File: src/rtl/graph_pkg.sv
// Shared definitions for the point-set generator: FSM state encoding and the
// xorshift32 constants.
package graph_pkg;

  typedef enum logic [2:0] {
    IDLE,
    SEED,
    GEN_X,
    GEN_Y,
    DONE
  } state_e;

  localparam logic [31:0] XS_DEFAULT_SEED = 32'h2463_534D;

  localparam int unsigned XS_SHL_A = 13;
  localparam int unsigned XS_SHR_B = 17;
  localparam int unsigned XS_SHL_C = 5;

  // One xorshift32 step.
  function automatic logic [31:0] xs_step(input logic [31:0] s);
    logic [31:0] t;
    t = s ^ (s << XS_SHL_A);
    t = t ^ (t >> XS_SHR_B);
    t = t ^ (t << XS_SHL_C);
    return t;
  endfunction

endpackage

File: src/rtl/xorshift32_core.sv
// xorshift32 state register with load and advance controls.
// Ports:
//   clk, rst   - clock, synchronous active-high reset (state -> default seed)
//   load       - load state with load_val (priority over advance)
//   load_val   - value to load
//   advance    - replace state with its next step
//   state      - current generator state
//   next       - combinational step of state
module xorshift32_core
  import graph_pkg::*;
(
  input  logic        clk,
  input  logic        rst,
  input  logic        load,
  input  logic [31:0] load_val,
  input  logic        advance,
  output logic [31:0] state,
  output logic [31:0] next
);

  assign next = xs_step(state);

  // Generator state register.
  always_ff @(posedge clk) begin
    if (rst) begin
      state <= XS_DEFAULT_SEED;
    end else if (load) begin
      state <= load_val;
    end else if (advance) begin
      state <= next;
    end
  end

endmodule

File: src/rtl/graph_pointset_gen.sv
// Fills a table of N_POINTS random (x,y) points bounded by X_RANGE/Y_RANGE,
// drawn from an xorshift32 generator with rejection of out-of-range values.
// Ports:
//   clk, rst          - clock, synchronous active-high reset
//   start, seed       - begin a new run (any state); seed sampled with start
//   busy, done        - run in progress / table valid
//   count             - points written in the current run
//   rejects           - rejected candidates in the current run (saturating)
//   rd_addr           - read index
//   rd_x, rd_y        - point at rd_addr, one cycle later; 0 when out of range
module graph_pointset_gen
  import graph_pkg::*;
#(
  parameter int unsigned N_POINTS = 64,
  parameter int unsigned COORD_W  = 8,
  parameter int unsigned X_RANGE  = 256,
  parameter int unsigned Y_RANGE  = 256,
  parameter int unsigned IDX_W    = $clog2(N_POINTS)
) (
  input  logic               clk,
  input  logic               rst,
  input  logic               start,
  input  logic [31:0]        seed,
  output logic               busy,
  output logic               done,
  output logic [IDX_W:0]     count,
  input  logic [IDX_W-1:0]   rd_addr,
  output logic [COORD_W-1:0] rd_x,
  output logic [COORD_W-1:0] rd_y,
  output logic [15:0]        rejects
);

  state_e               state_q, state_d;
  logic [IDX_W:0]       count_d;
  logic [15:0]          rej_d;
  logic [COORD_W-1:0]   px_q, px_d;
  logic [31:0]          seed_q;

  logic                 lfsr_load;
  logic                 lfsr_adv;
  logic [31:0]          lfsr_load_val;
  logic [31:0]          lfsr_state;
  logic [31:0]          lfsr_next;

  logic                 wr_en;
  logic [IDX_W-1:0]     wr_idx;
  logic [COORD_W-1:0]   cx, cy;

  logic [COORD_W-1:0]   x_mem [N_POINTS];
  logic [COORD_W-1:0]   y_mem [N_POINTS];

  // Only the coordinate slices of the candidate are consumed.
  logic                 unused_bits;
  assign unused_bits = ^{lfsr_state, lfsr_next};

  assign lfsr_load_val = (seed_q == 32'h0) ? XS_DEFAULT_SEED : seed_q;
  assign cx            = lfsr_next[COORD_W-1:0];
  assign cy            = lfsr_next[COORD_W+15:16];
  assign wr_idx        = count[IDX_W-1:0];

  xorshift32_core u_lfsr (
    .clk      (clk),
    .rst      (rst),
    .load     (lfsr_load),
    .load_val (lfsr_load_val),
    .advance  (lfsr_adv),
    .state    (lfsr_state),
    .next     (lfsr_next)
  );

  // Next-state, counters and table write control.
  always_comb begin
    state_d   = state_q;
    count_d   = count;
    rej_d     = rejects;
    px_d      = px_q;
    lfsr_load = 1'b0;
    lfsr_adv  = 1'b0;
    wr_en     = 1'b0;
    if (start) begin
      state_d = SEED;
      count_d = '0;
      rej_d   = '0;
    end else begin
      case (state_q)
        IDLE, DONE: ;
        SEED: begin
          lfsr_load = 1'b1;
          state_d   = GEN_X;
        end
        GEN_X: begin
          lfsr_adv = 1'b1;
          // 32-bit compare keeps a full-range bound (2**COORD_W) representable.
          if (32'(cx) < X_RANGE) begin
            px_d    = cx;
            state_d = GEN_Y;
          end else begin
            rej_d = (rejects == 16'hFFFF) ? rejects : rejects + 16'd1;
          end
        end
        GEN_Y: begin
          lfsr_adv = 1'b1;
          if (32'(cy) < Y_RANGE) begin
            wr_en   = 1'b1;
            count_d = count + (IDX_W+1)'(1);
            state_d = (count_d == (IDX_W+1)'(N_POINTS)) ? DONE : GEN_X;
          end else begin
            rej_d = (rejects == 16'hFFFF) ? rejects : rejects + 16'd1;
          end
        end
        default: state_d = IDLE;
      endcase
    end
  end

  // Control registers; busy/done follow the state being entered.
  always_ff @(posedge clk) begin
    if (rst) begin
      state_q <= IDLE;
      count   <= '0;
      rejects <= '0;
      px_q    <= '0;
      seed_q  <= '0;
      busy    <= 1'b0;
      done    <= 1'b0;
    end else begin
      state_q <= state_d;
      count   <= count_d;
      rejects <= rej_d;
      px_q    <= px_d;
      busy    <= (state_d == SEED) || (state_d == GEN_X) || (state_d == GEN_Y);
      done    <= (state_d == DONE);
      if (start) begin
        seed_q <= seed;
      end
    end
  end

  // Point table write port; no reset so it maps onto RAM.
  always_ff @(posedge clk) begin
    if (wr_en && !rst) begin
      x_mem[wr_idx] <= px_q;
      y_mem[wr_idx] <= cy;
    end
  end

  // Registered read port; same-cycle write to the same index reads old data.
  always_ff @(posedge clk) begin
    if (rst) begin
      rd_x <= '0;
      rd_y <= '0;
    end else if (32'(rd_addr) < N_POINTS) begin
      rd_x <= x_mem[rd_addr];
      rd_y <= y_mem[rd_addr];
    end else begin
      rd_x <= '0;
      rd_y <= '0;
    end
  end

endmodule
File: config.mk
export PLATFORM = sky130hd
export DESIGN_NAME = graph_pointset_gen
export DESIGN_NICKNAME = d
export VERILOG_FILES = /design/src/rtl/graph_pkg.sv /design/src/rtl/xorshift32_core.sv /design/src/rtl/graph_pointset_gen.sv
export SDC_FILE = /design/constraint.sdc
export NUM_CORES = 1
export LEC_CHECK = 0
export ABC_AREA = 1
export ABC_CLOCK_PERIOD_IN_PS = 10100
export CAP_MARGIN = 20
export CORE_MARGIN = 2
export CORE_UTILIZATION = 55
export DETAILED_ROUTE_END_ITERATION = 6
export PLACE_DENSITY = 0.76
export SETUP_SLACK_MARGIN = 0.2
export SKIP_LAST_GASP = 1
export SLEW_MARGIN = 20
export SYNTH_ARGS = -nofsm -noshare
export SYNTH_HDL_FRONTEND = slang
export SYNTH_SLANG_ARGS = --single-unit
File: constraint.sdc
create_clock -name clk -period 10.1 [get_ports clk]
set_clock_uncertainty 0.05 [all_clocks]
set_input_delay 2.525 -clock clk [delete_from_list [all_inputs] [get_ports clk]]
set_output_delay 2.525 -clock clk [all_outputs]
set_load 0.1 [all_outputs]
Yosys cells after proc, flatten, opt, wreduce, memory -nomap -nowiden:

Memory sizes are Yosys's and may differ from the RTL's. A register that Yosys moved wholly into a read port is not among the register bits.
Index checks and enable logic that the tools add are counted.

* memory bits (read-only): 0
* output and inout bits: 41
* memories: 2
* bits in latches: 0
* register bits: 84
* bits of input ports: 41
* memory bits (writable): 1024
* word-level logic and storage cells: 48

* add/sub/neg operators: 1
* equality and inequality tests: 9
* bitwise logic cells: 4
* multiply operators: 0
* reduce and logical (&&, ||, !) cells: 11
* mux-type cells: 14
* shift-type cells: 0
* order comparisons: 0
* divide/modulo/power cells: 0

Memories
* x_mem: words 64, bits a word 8, read ports 1, clocked after memory_dff 1, wr ports 1, line graph_pointset_gen.sv:49 `logic [COORD_W-1:0] x_mem [N_POINTS];`
* y_mem: words 64, bits a word 8, read ports 1, clocked after memory_dff 1, wr ports 1, line graph_pointset_gen.sv:50 `logic [COORD_W-1:0] y_mem [N_POINTS];`

Operators with widths (number)
* $mux 32: 3
* $xor 32x32->32: 2
* $logic_not 32->1: 1
* $xor 32x15->32: 1
* $eq 3x2->1 const B: 4
* $pmux 3 s4: 1
* $mux 1: 8
* $add 7x1->7 const B: 1
* $eq 7x7->1 const B: 1
* $eq 3x1->1 const B: 2
* $eq 3x3->1 const B: 2
* $mux 3: 2
* $reduce_or 2->1: 3
* $logic_not 3->1: 1
* $logic_or 1x1->1: 2
* $reduce_and 2->1: 1
* $reduce_bool 2->1: 1
* $logic_and 1x1->1: 1
* $logic_not 1->1: 1
* $not 1->1: 1

Longest topological paths before layout:

* depth in word-level cells: 8
* depth in mapped cells: 12
* mapped depth without buffers: 9

By module:

Synthesis repeated with hierarchy kept, for this count alone.

* cells, all modules: 4172
* area total of the unflattened synthesis: 46549.6 µm²

Modules (own cells, without submodules)
* graph_pointset_gen: area each 44341.3 µm², cells an instance 3831, sequential area each 32110.8 µm², times used 1
* xorshift32_core: area each 2208.4 µm², cells an instance 341, sequential area each 640.6 µm², times used 1

Worst setup path before layout:

Ideal clock, no wire load.

* kind: in2reg
* start: input rst
* end: memory x_mem[48][0] (enable)
* path buffers: 1
* arrival time: 4929 ps
* stages on the path: 6
* setup time: 431 ps
* path slack: 4690 ps
* data required time: 9619 ps
* path through: clkbuf_1 -> nor2_1 -> inv_2 -> nor2_8 -> nand4_2 -> nor4_1

* longest elaborated chain between the ends: 4

RTL lines
* start: declaration: line graph_pointset_gen.sv:21 `input logic rst,`
* $logic_not 1->1: line graph_pointset_gen.sv:141 `if (wr_en && !rst) begin`
* $logic_and 1x1->1: line graph_pointset_gen.sv:141
* $mux 1: line graph_pointset_gen.sv:141
* $mux 1 (not written as such): line graph_pointset_gen.sv:142 `x_mem[wr_idx] <= px_q;`
* end: declaration: line graph_pointset_gen.sv:49

No other way between the ends.

==> reports/summary.md <==
• post-layout instance count excluding filler cells: 5318
• initial core utilization: 55.45%
• cell types with the largest area share after synthesis: sky130_fd_sc_hd__edfxtp_1 66%, sky130_fd_sc_hd__nand2_1 11%, sky130_fd_sc_hd__nand3_1 9.7%
• First DRT Iteration DRCs: 4601
• vias after detailed routing: 31.55k
• family with the most delay on the worst path: buffers and inverters
• IR Drop Worst-Case VDD: 166.4 uV
• total count of hold-check failures in the final report: 0
• clock tree sinks: 1124
• fraction of final layout cells with drive strength greater than 1: 7.151%
• count of antenna-violating nets left after detailed routing: 0
• global-route wire length before repair: 176700 um
• cell seen most often among critical-path stages: sky130_fd_sc_hd__nand3_1
• Top-Level Pins: 82
• upper clock frequency limit: 188.1 MHz
• vertical die dimension: 294.0 um
• min Tclk post-route: 5.317 ns
• critical path launch point type: input port
• Post-Synthesis Mean Instance Area: 11.23 um^2
• number of standard cells after synthesis: 4119
• sequence of cells on the critical path: buf_8 > buf_12 > buf_4 > nand2_1 > nand3_1 > nand3_1 > nand2_1 > nand2_1 > nand3_1 > nand3_1 > a21oi_1
• required time reported for the critical path endpoint: 10.64 ns
• Critical Path Fanout Max: 179
• P per Cell Area: 198.5 mW/mm^2
• DIE AREA: 0.08643 mm^2
• static leakage: 0.01885 uW
• number of vias per cell: 5.933
• sequential cell area fraction in the yosys report: 70.81%
• hold buffer count at cts: 0
• post-synth cell types: 34
• Worst Setup End Kind: flip-flop
• fraction of synthesis flops using an asynchronous set or reset pin: 0%
• post-synthesis instance area: 0.04625 mm^2
• weighted congestion reported at the end of routability-driven placement: 0.8784
• outcome: finished, final reports clean
• total iterations of the first detailed-routing run: 6
• category of the critical setup timing path: input port to flip-flop
• worst slew pin tran: 1.186 ns
• cell type with the highest aggregate area in the netlist: sky130_fd_sc_hd__edfxtp_1
• total congestion overflow: 0
• Buf/Inv on CP: 3
• horizontal die dimension: 294.0 um
• most used standard cell by instance count after synthesis: sky130_fd_sc_hd__nand2_1
• placed cells: 5108
• CTS H-tree depth: 3
• placeable core region: 0.08342 mm^2
• Tot GR Track Use: 27.07%
• number of setup buffers added after CTS: 0
• Root Buffer Master: sky130_fd_sc_hd__clkbuf_16
• Min Hold Slack: 0.4383 ns
• register clock-pin slew on the reported worst setup and hold paths: 0.06 ns
• yosys synthesis warning count: 0
• pin count of the biggest net entering global routing: 230
• headroom to the max-slew limit: 20.91%
• accumulated negative setup slack: 0 ns
• setup repair after global routing missed its margin: no
• CTS Buf Count: 110
• Slew Limit Fails: 0
• average wire per cell in the routed design: 22.10 um
• share of Yosys cell area claimed by the top area cell type: 66.48%
• post-CTS sizing: 0
• half-perimeter wire length of the detailed placement result: 64030 um
• number of antenna violations at the first check in global routing: 3
• post-layout net count: 4183
• TritonCTS clock tree: done
• cell with the biggest individual delay on the critical path: sky130_fd_sc_hd__buf_4
• number of cell rows: 106
• kind of path behind the tightest hold check: flip-flop to flip-flop
• Total Wirelength: 117600 um
• clock insertion delay at the later pin of the skew report: 0.68 ns
• data arrival time of the worst path: 5.86 ns
• Max-Cap Viols: 0
• Seq cells post-synth: 1124
• count of flip-flops with a built-in enable after synthesis: 1024
• power consumption: 10150 uW
• maximum single-stage delay on the critical path: 0.81 ns
• number of DRC violations after detailed routing: 0
• list of most frequent post-synthesis cells: 1372 x sky130_fd_sc_hd__nand2_1, 1024 x sky130_fd_sc_hd__edfxtp_1, 896 x sky130_fd_sc_hd__nand3_1, 170 x sky130_fd_sc_hd__nor2_1, 102 x sky130_fd_sc_hd__buf_2
• final instance area: 0.05114 mm^2
• via count of the first global-routing pass: 29.40k
• area after detailed placement: 0.04770 mm^2
• setup-violating endpoint count in the final report: 0
• buffers added on ports: 65
• growth of design area from synthesis to finish: 10.57%
• maximum count of clock buffers along a single path: 3
• ys flop type: sky130_fd_sc_hd__edfxtp_1
• share of the cycle needed by the critical path after routing: 52.65%
[layer usage]
metal  vias to the layer above  global-route usage (%)  share of wire, %
li1                      14340                       -                 -
met1                     15020                   37.50                38
met2                      1881                   41.52                46
met3                       308                   5.536                12
met4                         4                   12.46               4.6
met5                         -                       0             0.014
[power breakdown]
part           internal (uW)  switching (uW)
Combinational            200             742
Sequential              5280            30.0
Clock                   2180            1720
[through the flow]
stage / utilization, % / setup WS [ns]
floorplan: - / 4.690
global placement: 57.18 / 4.276
detailed placement: 57.18 / 4.194
CTS: 61.29 / 4.808
global route: 61.30 / 4.589
finish: 61.31 / 4.783
[cell type report]
cell class	count	area, um^2
Clock inverter	67	496.7
Tap cell	1080	1351
Clock buffer	142	2938
Sequential cell	1124	32760
Inverter	66	274.0
Multi-Input combinational cell	2675	11900
Antenna cell	1	2.502
Fill cell	6184	32280
Timing Repair Buffer	163	1421
[cell usage in the layout, fill, tap and decap left out, types with 4 or more instances in the layout]
cell / Yosys / final
sky130_fd_sc_hd__inv_2: 5 / 7
sky130_fd_sc_hd__nor2_1: 170 / 166
sky130_fd_sc_hd__nand2_1: 1372 / 1371
sky130_fd_sc_hd__nand3_1: 896 / 896
sky130_fd_sc_hd__nor4_2: 1 / 5
sky130_fd_sc_hd__clkbuf_16: 0 / 111
sky130_fd_sc_hd__bufinv_16: 0 / 5
sky130_fd_sc_hd__nor2_2: 1 / 5
sky130_fd_sc_hd__or2_2: 7 / 7
sky130_fd_sc_hd__xnor2_1: 21 / 21
sky130_fd_sc_hd__buf_4: 44 / 96
sky130_fd_sc_hd__a21oi_1: 52 / 52
sky130_fd_sc_hd__conb_1: 1 / 16
sky130_fd_sc_hd__xor2_4: 0 / 5
sky130_fd_sc_hd__nand4_1: 10 / 10
sky130_fd_sc_hd__clkbuf_1: 63 / 24
sky130_fd_sc_hd__clkbuf_8: 0 / 4
sky130_fd_sc_hd__dfxtp_2: 0 / 8
sky130_fd_sc_hd__a31oi_1: 4 / 4
sky130_fd_sc_hd__dfxtp_1: 100 / 92
sky130_fd_sc_hd__inv_1: 59 / 55
sky130_fd_sc_hd__xor2_1: 24 / 19
sky130_fd_sc_hd__clkinv_2: 0 / 19
sky130_fd_sc_hd__o211ai_1: 16 / 16
sky130_fd_sc_hd__clkinv_1: 1 / 32
sky130_fd_sc_hd__o21ai_0: 68 / 68
sky130_fd_sc_hd__edfxtp_1: 1024 / 1024
sky130_fd_sc_hd__clkinvlp_4: 0 / 6
sky130_fd_sc_hd__clkdlybuf4s50_1: 0 / 60
[state kept, by name, summed over array words and instances (netlist names)]
| register | count |
|---|---|
| count | 7 |
| done | 1 |
| u_lfsr.state | 32 |
| rd_y | 8 |
| state_q | 3 |
| seed_q | 32 |
| px_q | 8 |
| y_mem | 512 |
| busy | 1 |
| rd_x | 8 |
| x_mem | 512 |
[final timing paths]
path	slack, ns	start	endpoint	cells after the start
worst max-delay path	4.78	rd_addr[0]	rd_y[4]$_SDFF_PP0_	11
worst min-delay path	0.44	seed_q[16]$_SDFFE_PP0P_	seed_q[16]$_SDFFE_PP0P_	2
worst max register to register	7.21	state_q[1]$_SDFF_PP0_	y_mem[37][1]$_DFFE_PP_	7
worst min register to register	0.44	seed_q[16]$_SDFFE_PP0P_	seed_q[16]$_SDFFE_PP0P_	2
[cells by family after synthesis]
kind of cell | synth area share (%)
AOI/OAI and AO/OA | 1.637
xor gates and xnor gates | 0.8521
adders and majority gates | 0.05409
buffers and inverters | 3.939
DFF | 70.81
other | 0.008107
and+or+nand+nor | 22.70
[tightest hold or removal path, cell delays in order, from the launching register on]
cell and delay, ns:
sky130_fd_sc_hd__dfxtp_1 0.31, sky130_fd_sc_hd__inv_1 0.07, sky130_fd_sc_hd__a21oi_1 0.06
Note: power is estimated with default switching activity, not from simulation.
